==> config.mk <==
export PLATFORM = sky130hd
export DESIGN_NAME = input_conditioner
export DESIGN_NICKNAME = d
export VERILOG_FILES = /design/src/rtl/input_cond_pkg.sv /design/src/rtl/input_cond_chan.sv /design/src/rtl/input_conditioner.sv
export SDC_FILE = /design/constraint.sdc
export NUM_CORES = 1
export LEC_CHECK = 0
export BUFFER_PORTS_ARGS = -buffer_cell sky130_fd_sc_hd__buf_2
export CORE_AREA = 2 2 216 218
export CTS_CLUSTER_SIZE = 16
export DETAILED_ROUTE_END_ITERATION = 6
export DIE_AREA = 0 0 218 220
export GPL_TIMING_DRIVEN = 0
export PLACE_DENSITY = 0.82
export SYNTH_ARGS = -nofsm -noshare
export SYNTH_HDL_FRONTEND = slang
export SYNTH_SLANG_ARGS = --single-unit
==> constraint.sdc <==
create_clock -name clk -period 27.3 [get_ports clk]
set_clock_uncertainty 0.1 [all_clocks]
set_input_delay 2.73 -clock clk [delete_from_list [all_inputs] [get_ports clk]]
set_output_delay 2.73 -clock clk [all_outputs]
set_load 0.01 [all_outputs]
==> src/rtl/input_cond_pkg.sv <==
// Shared types and helpers for the switch/button input conditioner.
// Build option: AUTO_REPEAT_EN enables the shared key auto-repeat engine.
package input_cond_pkg;

  typedef enum logic [1:0] {
    EDGE_RISE = 2'b00,
    EDGE_FALL = 2'b01,
    EDGE_BOTH = 2'b10,
    EDGE_NONE = 2'b11
  } edge_mode_e;

  localparam int unsigned IDX_MAXW = 64;

  function automatic logic [5:0] lowest_set_index(
    input logic [IDX_MAXW-1:0] v
  );
    logic [5:0] idx;
    idx = '0;
    for (int i = IDX_MAXW - 1; i >= 0; i--) begin
      if (v[i]) idx = 6'(i);
    end
    return idx;
  endfunction

endpackage

==> src/rtl/input_cond_chan.sv <==
// One input channel: synchroniser, counter debounce, edge-mode pulse.
// Build option: none (AUTO_REPEAT_EN only affects the top).
module input_cond_chan
  import input_cond_pkg::*;
#(
  parameter int SYNC_STAGES = 2,
  parameter int DB_CYCLES   = 1_000_000
) (
  input  logic       clk,
  input  logic       rst,
  input  logic       raw_i,
  input  edge_mode_e mode_i,
  output logic       level_o,
  output logic       pulse_o
);

  localparam int CNTW = $clog2(DB_CYCLES + 1);
  localparam logic [CNTW-1:0] CNT_LAST = CNTW'(DB_CYCLES - 1);

  logic [SYNC_STAGES-1:0] sync_q;
  logic [CNTW-1:0]        cnt_q, cnt_d;
  logic                   level_q, level_d;
  logic                   pulse_q, pulse_d;
  logic                   s;
  logic                   hit;

  assign s = sync_q[SYNC_STAGES-1];

  always_comb begin
    hit = 1'b0;
    unique case (mode_i)
      EDGE_RISE: hit = s;
      EDGE_FALL: hit = ~s;
      EDGE_BOTH: hit = 1'b1;
      EDGE_NONE: hit = 1'b0;
    endcase
  end

  // Counter only advances on a disagreeing sample and clears on
  // acceptance, so it stops at CNT_LAST and can never wrap.
  always_comb begin
    cnt_d   = cnt_q;
    level_d = level_q;
    pulse_d = 1'b0;
    if (s == level_q) begin
      cnt_d = '0;
    end else if (cnt_q == CNT_LAST) begin
      cnt_d   = '0;
      level_d = s;
      pulse_d = hit;
    end else begin
      cnt_d = cnt_q + 1'b1;
    end
  end

  always_ff @(posedge clk or posedge rst) begin
    if (rst) begin
      sync_q  <= '0;
      cnt_q   <= '0;
      level_q <= 1'b0;
      pulse_q <= 1'b0;
    end else begin
      sync_q  <= {sync_q[SYNC_STAGES-2:0], raw_i};
      cnt_q   <= cnt_d;
      level_q <= level_d;
      pulse_q <= pulse_d;
    end
  end

  assign level_o = level_q;
  assign pulse_o = pulse_q;

endmodule

==> src/rtl/input_conditioner.sv <==
// N-channel switch/button front end with lowest-index key encoder.
// Build option: AUTO_REPEAT_EN adds one shared auto-repeat engine.
module input_conditioner
  import input_cond_pkg::*;
#(
  parameter int NCH         = 21,
  parameter int SYNC_STAGES = 2,
  parameter int DB_CYCLES   = 1_000_000,
  parameter int REP_DELAY   = 50_000_000,
  parameter int REP_PERIOD  = 10_000_000
) (
  input  logic             clk,
  input  logic             rst,
  input  logic [NCH-1:0]   raw,
  input  logic [2*NCH-1:0] mode,
  output logic [NCH-1:0]   level,
  output logic [NCH-1:0]   pulse,
  output logic             key_valid,
  output logic [((NCH > 1) ? $clog2(NCH) : 1)-1:0] key_code
);

  localparam int CW = (NCH > 1) ? $clog2(NCH) : 1;
  localparam int REP_MAX =
    (REP_DELAY > REP_PERIOD) ? REP_DELAY : REP_PERIOD;
  localparam int TW = $clog2(REP_MAX + 1);

`ifdef AUTO_REPEAT_EN
  localparam bit REP_EN = 1'b1;
`else
  localparam bit REP_EN = 1'b0;
`endif

  logic [NCH-1:0] cpulse;
  logic [NCH-1:0] press;
  logic [NCH-1:0] rpt_q, rpt_d;
  logic [CW-1:0]  tgt_q, tgt_d;
  logic [TW-1:0]  tmr_q, tmr_d;
  logic           act_q, act_d;

  for (genvar i = 0; i < NCH; i++) begin : g_chan
    input_cond_chan #(
      .SYNC_STAGES (SYNC_STAGES),
      .DB_CYCLES   (DB_CYCLES)
    ) u_chan (
      .clk     (clk),
      .rst     (rst),
      .raw_i   (raw[i]),
      .mode_i  (edge_mode_e'(mode[2*i +: 2])),
      .level_o (level[i]),
      .pulse_o (cpulse[i])
    );
  end

  // A channel pulse with level now high is a rise-qualified press.
  assign press = cpulse & level & {NCH{REP_EN}};

  // Timer is loaded one cycle after the press and the repeat pulse
  // is registered, hence the -2 / -1 load values.
  always_comb begin
    act_d = act_q;
    tgt_d = tgt_q;
    tmr_d = tmr_q;
    rpt_d = '0;
    if (|press) begin
      act_d = 1'b1;
      tgt_d = CW'(lowest_set_index(IDX_MAXW'(press)));
      tmr_d = TW'(REP_DELAY - 2);
    end else if (act_q) begin
      if (!level[tgt_q]) begin
        act_d = 1'b0;
      end else if (tmr_q == '0) begin
        rpt_d[tgt_q] = 1'b1;
        tmr_d        = TW'(REP_PERIOD - 1);
      end else begin
        tmr_d = tmr_q - 1'b1;
      end
    end
  end

  always_ff @(posedge clk or posedge rst) begin
    if (rst) begin
      act_q <= 1'b0;
      tgt_q <= '0;
      tmr_q <= '0;
      rpt_q <= '0;
    end else begin
      act_q <= act_d;
      tgt_q <= tgt_d;
      tmr_q <= tmr_d;
      rpt_q <= rpt_d;
    end
  end

  assign pulse     = cpulse | (rpt_q & level);
  assign key_valid = |pulse;
  assign key_code  = CW'(lowest_set_index(IDX_MAXW'(pulse)));

endmodule

==> flow_summary.ini, run 1 <==
[clocking]
cts_tree = built
hold_buffers = 0
cts_made_buffers = 55
htree_levels = 2
clock_latency_ns = 0.62
cts_sinks = 532
postCtsSetupRepairBufs = 0
post_cts_resized = 0
clockBufferDepth = 3
clockRootBuffer = clkbuf_16
clk_pin_slew_ns = 0.06

[logic_synthesis]
ys_types = 46
syn_inst = 2451
syn_area_per_cell_sq_um = 10.1
yosysTopAreaCell = dfrtp_1
syn-num-nets = 2538
synth_area_leaders = dfrtp_1 (54%), xor2_1 (9.6%), nor2_1 (7.5%), xnor2_1 (5.7%), nand3_1 (3.8%)
synth.most_common_cell = dfrtp_1
synth_area_sq_mm = 0.0248
ys_seq_elements = 532
ys_seq_area_share_pct = 53.7
synthArstFlopShare_pct = 100
synth_edf_count = 0
synthFlopType = dfrtp_1
synthTopCellsByCount = dfrtp_1 (532), nor2_1 (497), xor2_1 (272)
synth_top_area_share_pct = 53.7
yosys_warnings = 0

[global_route]
gr-total-overflow = 0
grt_pass1_wl_um = 85700
grtUsageTotal_pct = 21.4
grt_pass1_vias = 18100
antenna_found_initial = 0
grt_start_max_net_pins = 142

[die]
die_area_sq_mm = 0.0480
die_h_um = 220
die_x_um = 218
floorplan.rows = 79
initial_core_util_pct = 54.0
num_io_pins = 113
core_area_sq_mm = 0.0459

[setup_path]
crit_path_end_kind = output pin
cp-start-kind = register
reg2reg_to = tmr_q[3]
crit_type = reg2out
reg2reg_depth = 7
path_max_fanout = 4
r2r_slack_ns = 24.65
crit_arrival_ns = 2.97
crit_required_ns = 24.47
rr_startpoint = g_chan[0].u_chan.level_o

[timing]
setup_viol = 0
tightest_slew_ns = 1.29
drv_slew = 0
slew_headroom_pct = 12.7
fin_setup_tns_ns = 0
finalWorstSetupSlack_ns = 21.50
period_share_pct = 21.2
fmax_mhz = 172
min_period_ns = 5.80
rsz0062_at_grt = no
hold_viol_final = 0

[routing]
routedWlPerCell_um = 15.2
drt_first_pass_iters = 6
first_iter_violations = 1162
drc = 0
via_count = 17900
antenna_left = 0
via_per_inst = 5.46
wl_um = 49900

[place]
dp_hpwl_um = 33500
port_buffers = 112
pre_cts_ws_ns = 22.37
place_inst = 3174
place_congestion = 0.845

[job]
maxCapViolCount = 0

[run_status]
status = completed

[finish]
diodes = 0
drive_gt1_share_pct = 11.5
fill_cells = 3626
area_delta_synth_final_pct = 13.5
fin_nets = 2711
final_cells = 3276

[min_path]
min_to = g_chan[19].u_chan.sync_q[1]
hold_path_class = reg2reg
whs_path_depth = 0
worstHoldStart = g_chan[19].u_chan.sync_q[0]

[power_and_ir_drop]
leakagePower_nw = 12.9
ir_worst_vdd_mv = 0.0435
finalPower_w = 0.00164
powerDensity_mw_per_mm2 = 58.4
report_power, final:
group	switching [W]	leakage (nW)	internal, W
registers	0.0000108	7.28	0.000799
clock network	0.000317	0.937	0.000463
logic	0.0000363	4.66	0.0000178
layout make-up:
class / instances / area (sq um) / area share (%)
well taps: 607 / 759 / 2.70
plain buffers: 65 / 412 / 1.46
multi-input cells: 1831 / 11000 / 39.0
inverters: 23 / 93.8 / 0.334
clock inverters: 28 / 327 / 1.16
repair buffers: 116 / 671 / 2.38
clock buffers: 74 / 1580 / 5.61
flip-flops and latches: 532 / 13300 / 47.3
flip-flops by register name, summed over array words and instances, names as in the netlist:
register / count
tmr_q: 26
g_chan.u_chan.cnt_q: 420
rpt_q: 1
g_chan.u_chan.sync_q: 42
g_chan.u_chan.level_o: 21
act_q: 1
g_chan.u_chan.pulse_o: 21
per-stage QoR:
stage / instance area [sq um] / util [%] / hold slack [ns]
2_1_floorplan: 24800 / - / 0.231
3_3_place_gp: 26100 / 56.9 / 0.231
3_5_place_dp: 26200 / 57.2 / 0.236
4_1_cts: 28100 / 61.3 / 0.250
5_1_grt: 28100 / 61.3 / 0.257
6_report: 28100 / 61.3 / 0.248
layout by cell type, fill, tap and decap left out, types with 4 or more instances in the layout:
cell type     n
nor2b_1       5
clkinv_2     11
buf_16        4
buf_4        41
nand2_1     199
a21oi_1      30
and4_1       23
bufinv_16     6
nor4b_1      18
clkbuf_16    55
nand4b_1      6
nor2_1      497
xor2_1      272
clkinvlp_4    4
nor3_1       48
dfrtp_1     532
or3_1        14
nor4bb_1      7
and2_1       18
or4_1        10
mux2_2       23
clkbuf_1     19
nor4_1       46
inv_6         4
nor3b_1      27
inv_1        21
ha_1         22
nand4_1      65
nand3b_1      4
nand3_1     187
clkbuf_8     13
o21ai_0       6
and4b_1       4
o31ai_1       4
buf_2       123
and3_1      103
or2_2        14
xnor2_1     161
per-layer routing:
layer / global-route usage (%) / up-vias / wire (um)
met1: 27.9 / 8821 / 21800
met2: 36.5 / 371 / 24500
met3: 4.67 / 76 / 2640
met5: 0 / - / 0
met4: 5.53 / 0 / 948
li1: - / 8627 / -
how the worst max path moves through the flow:
stage | from | to | slack, ns | cells after the start
2_1_floorplan | rst | act_q | 9.60 | 1
6_report | g_chan[18].u_chan.pulse_o | key_code[0] | 21.50 | 6
3_5_place_dp | g_chan[18].u_chan.pulse_o | key_code[0] | 22.37 | 6
3_3_place_gp | rst | g_chan[7].u_chan.cnt_q[16] | 4.83 | 2
4_1_cts | g_chan[18].u_chan.pulse_o | key_code[0] | 21.71 | 6
5_1_grt | g_chan[18].u_chan.pulse_o | key_code[0] | 21.34 | 6
worst max-delay path, stage by stage (launching register included):
cell      delay, ns
dfrtp_1        0.47
inv_1          0.09
a21oi_1        0.06
o311ai_0       1.05
a311oi_1       0.25
o31ai_1        0.27
buf_2          0.17
cell families after synthesis:
| logic type | count (synthesis) | share of synthesized area (%) |
|---|---|---|
| AND/OR/NAND/NOR | 1305 | 25.7 |
| adder cells (fa/ha/maj) | 22 | 1.11 |
| AO/OA/AOI/OAI | 48 | 1.12 |
| multiplexers | 23 | 1.04 |
| XOR/XNOR | 433 | 15.3 |
| flip-flops | 532 | 53.7 |
| buffers and inverters | 88 | 2.01 |
Note: power is estimated with default switching activity, not from simulation.
==> run 2, diff against run 1 <==
- clock period: 27.3 -> 5.68 ns (I/O delays scaled with it)
==> flow_summary.ini, run 2 (synthesis results as in run 1) <==
[timing]
slew_headroom_pct = 28.0
tightest_slew_ns = 1.07
setup_viol = 0
rsz0062_at_grt = no
min_period_ns = 3.94
period_share_pct = 69.4
hold_viol_final = 0
fin_setup_tns_ns = 0
drv_slew = 0
fmax_mhz = 254

[die]
floorplan.rows = 79
die_area_sq_mm = 0.0480
die_h_um = 220
die_x_um = 218
num_io_pins = 113
initial_core_util_pct = 54.0
core_area_sq_mm = 0.0459

[power_and_ir_drop]
powerDensity_mw_per_mm2 = 276
leakagePower_nw = 13.0
intPower_w = 0.00615
netSwitchingFraction_pct = 21.6
ir_worst_vdd_mv = 0.234
seqPwrFrac_pct = 49.6
pwr-share-comb_pct = 3.6
pwr-share-clk_pct = 46.8
p_sw_w = 0.00170
finalPower_w = 0.00785

[global_route]
gr-total-overflow = 0
use_met2_pct = 34.1
met3_usage_pct = 3.89
met1_usage_pct = 28.3
grt_start_max_net_pins = 45
grt-busiest-layer = met2
antenna_found_initial = 0
grtUsageTotal_pct = 20.9
grt_pass1_wl_um = 84000
grt_pass1_vias = 18100

[clocking]
htree_levels = 2
post_cts_resized = 0
cts_made_buffers = 54
clockRootBuffer = clkbuf_16
clk_pin_slew_ns = 0.06
hold_buffers = 22
cts_tree = built
clockBufferDepth = 3
cts_sinks = 532
clock_latency_ns = 0.60
postCtsSetupRepairBufs = 0

[finish]
mostFrequentLayoutCell = dfrtp_1
fin_nets = 2742
multiInputGateArea_sq_mm = 0.0110
most-common-layout-cells = dfrtp_1 (532), nor2_1 (497), xor2_1 (272)
utilization_pct = 62.1
drive_gt1_share_pct = 11.4
diodes = 0
fill_cells = 3619
final_cell_area_sq_mm = 0.0285
regArea_sq_mm = 0.0133
largest-register = g_chan.u_chan.cnt_q
top_regs = g_chan.u_chan.cnt_q x420, g_chan.u_chan.sync_q x42, tmr_q x26
area_delta_synth_final_pct = 14.9
largest_register_ffs = 420

[setup_path]
worst_path_max_delay_cell = nor4_1
worst_path_largest_cell_delay_ns = 0.80
crit_arrival_ns = 3.28
path_cells = clkbuf_1, a21oi_1, inv_1, or4_1, nand2b_1, nor4_1, buf_2
path_max_fanout = 7
r2r_slack_ns = 3.05
crit_path_end_kind = output pin
crit_type = reg2out
cp-start-kind = register
crit_required_ns = 5.01

[routing]
first_iter_violations = 1273
wl_um = 48900
via_per_inst = 5.40
antenna_left = 0
routedWlPerCell_um = 14.8
via_count = 17900
drc = 0
drt_first_pass_iters = 5

[job]
maxCapViolCount = 0

[min_path]
hold_path_class = in2reg

[place]
port_buffers = 112
place_congestion = 0.859
placed_area_sq_mm = 0.0264
dp_hpwl_um = 34000

[run_status]
status = completed
## run 2: area by class of cell
| class | instances | area share (%) |
|---|---|---|
| buffer | 65 | 1.45 |
| clock buffer | 80 | 5.55 |
| clock inverter | 21 | 1.00 |
| inverter | 23 | 0.316 |
| multi-input combinational | 1831 | 38.5 |
| sequential | 532 | 46.7 |
| tap | 607 | 2.67 |
| timing repair buffer | 148 | 3.73 |
## run 2: metal layers
metal	wire (um)	part of all wire (%)	up-vias
met2	23100	47	342
met1	21900	45	8757
met3	2540	5.2	89
met4	1390	2.8	0
met5	0	0	-
li1	-	-	8674
## run 2: worst paths after layout
kind                                              from                           to  cells past startpoint
setup / recovery              g_chan[0].u_chan.level_o                  key_code[4]                      7
hold / removal                                mode[40]    g_chan[20].u_chan.pulse_o                      3
setup reg to reg              g_chan[0].u_chan.level_o                     tmr_q[3]                      7
hold reg to reg            g_chan[10].u_chan.sync_q[0]  g_chan[10].u_chan.sync_q[1]                      0
max in group asynchronous                          rst     g_chan[7].u_chan.pulse_o                      9
min in group asynchronous                          rst   g_chan[9].u_chan.sync_q[0]                      3
## run 2: through the flow
stage	hold WS (ns)	instances	setup WS, ns
floorplan	0.231	2451	-2.22
global placement	0.231	3170	-4.78
detailed placement	0.235	3184	2.53
CTS	0.149	3307	1.87
global route	0.169	3307	1.71
finish	0.171	3307	1.74
## run 2: critical path, delay by kind of cell, from the launching register on
family          cells  cell delay [ns]
simple gates        3             1.48
buf+inv             3             0.60
flops               1             0.38
compound gates      1             0.22
## run 2: power by group through the flow
stage	logic [W]	clock network, W	registers (W)
CTS	0.000293	0.00377	0.00389
global route	0.000329	0.00391	0.00390
global placement	0.000244	0	0.00396
detailed placement	0.000280	0	0.00396
floorplan	0.000177	0	0.00395
finish	0.000284	0.00367	0.00389
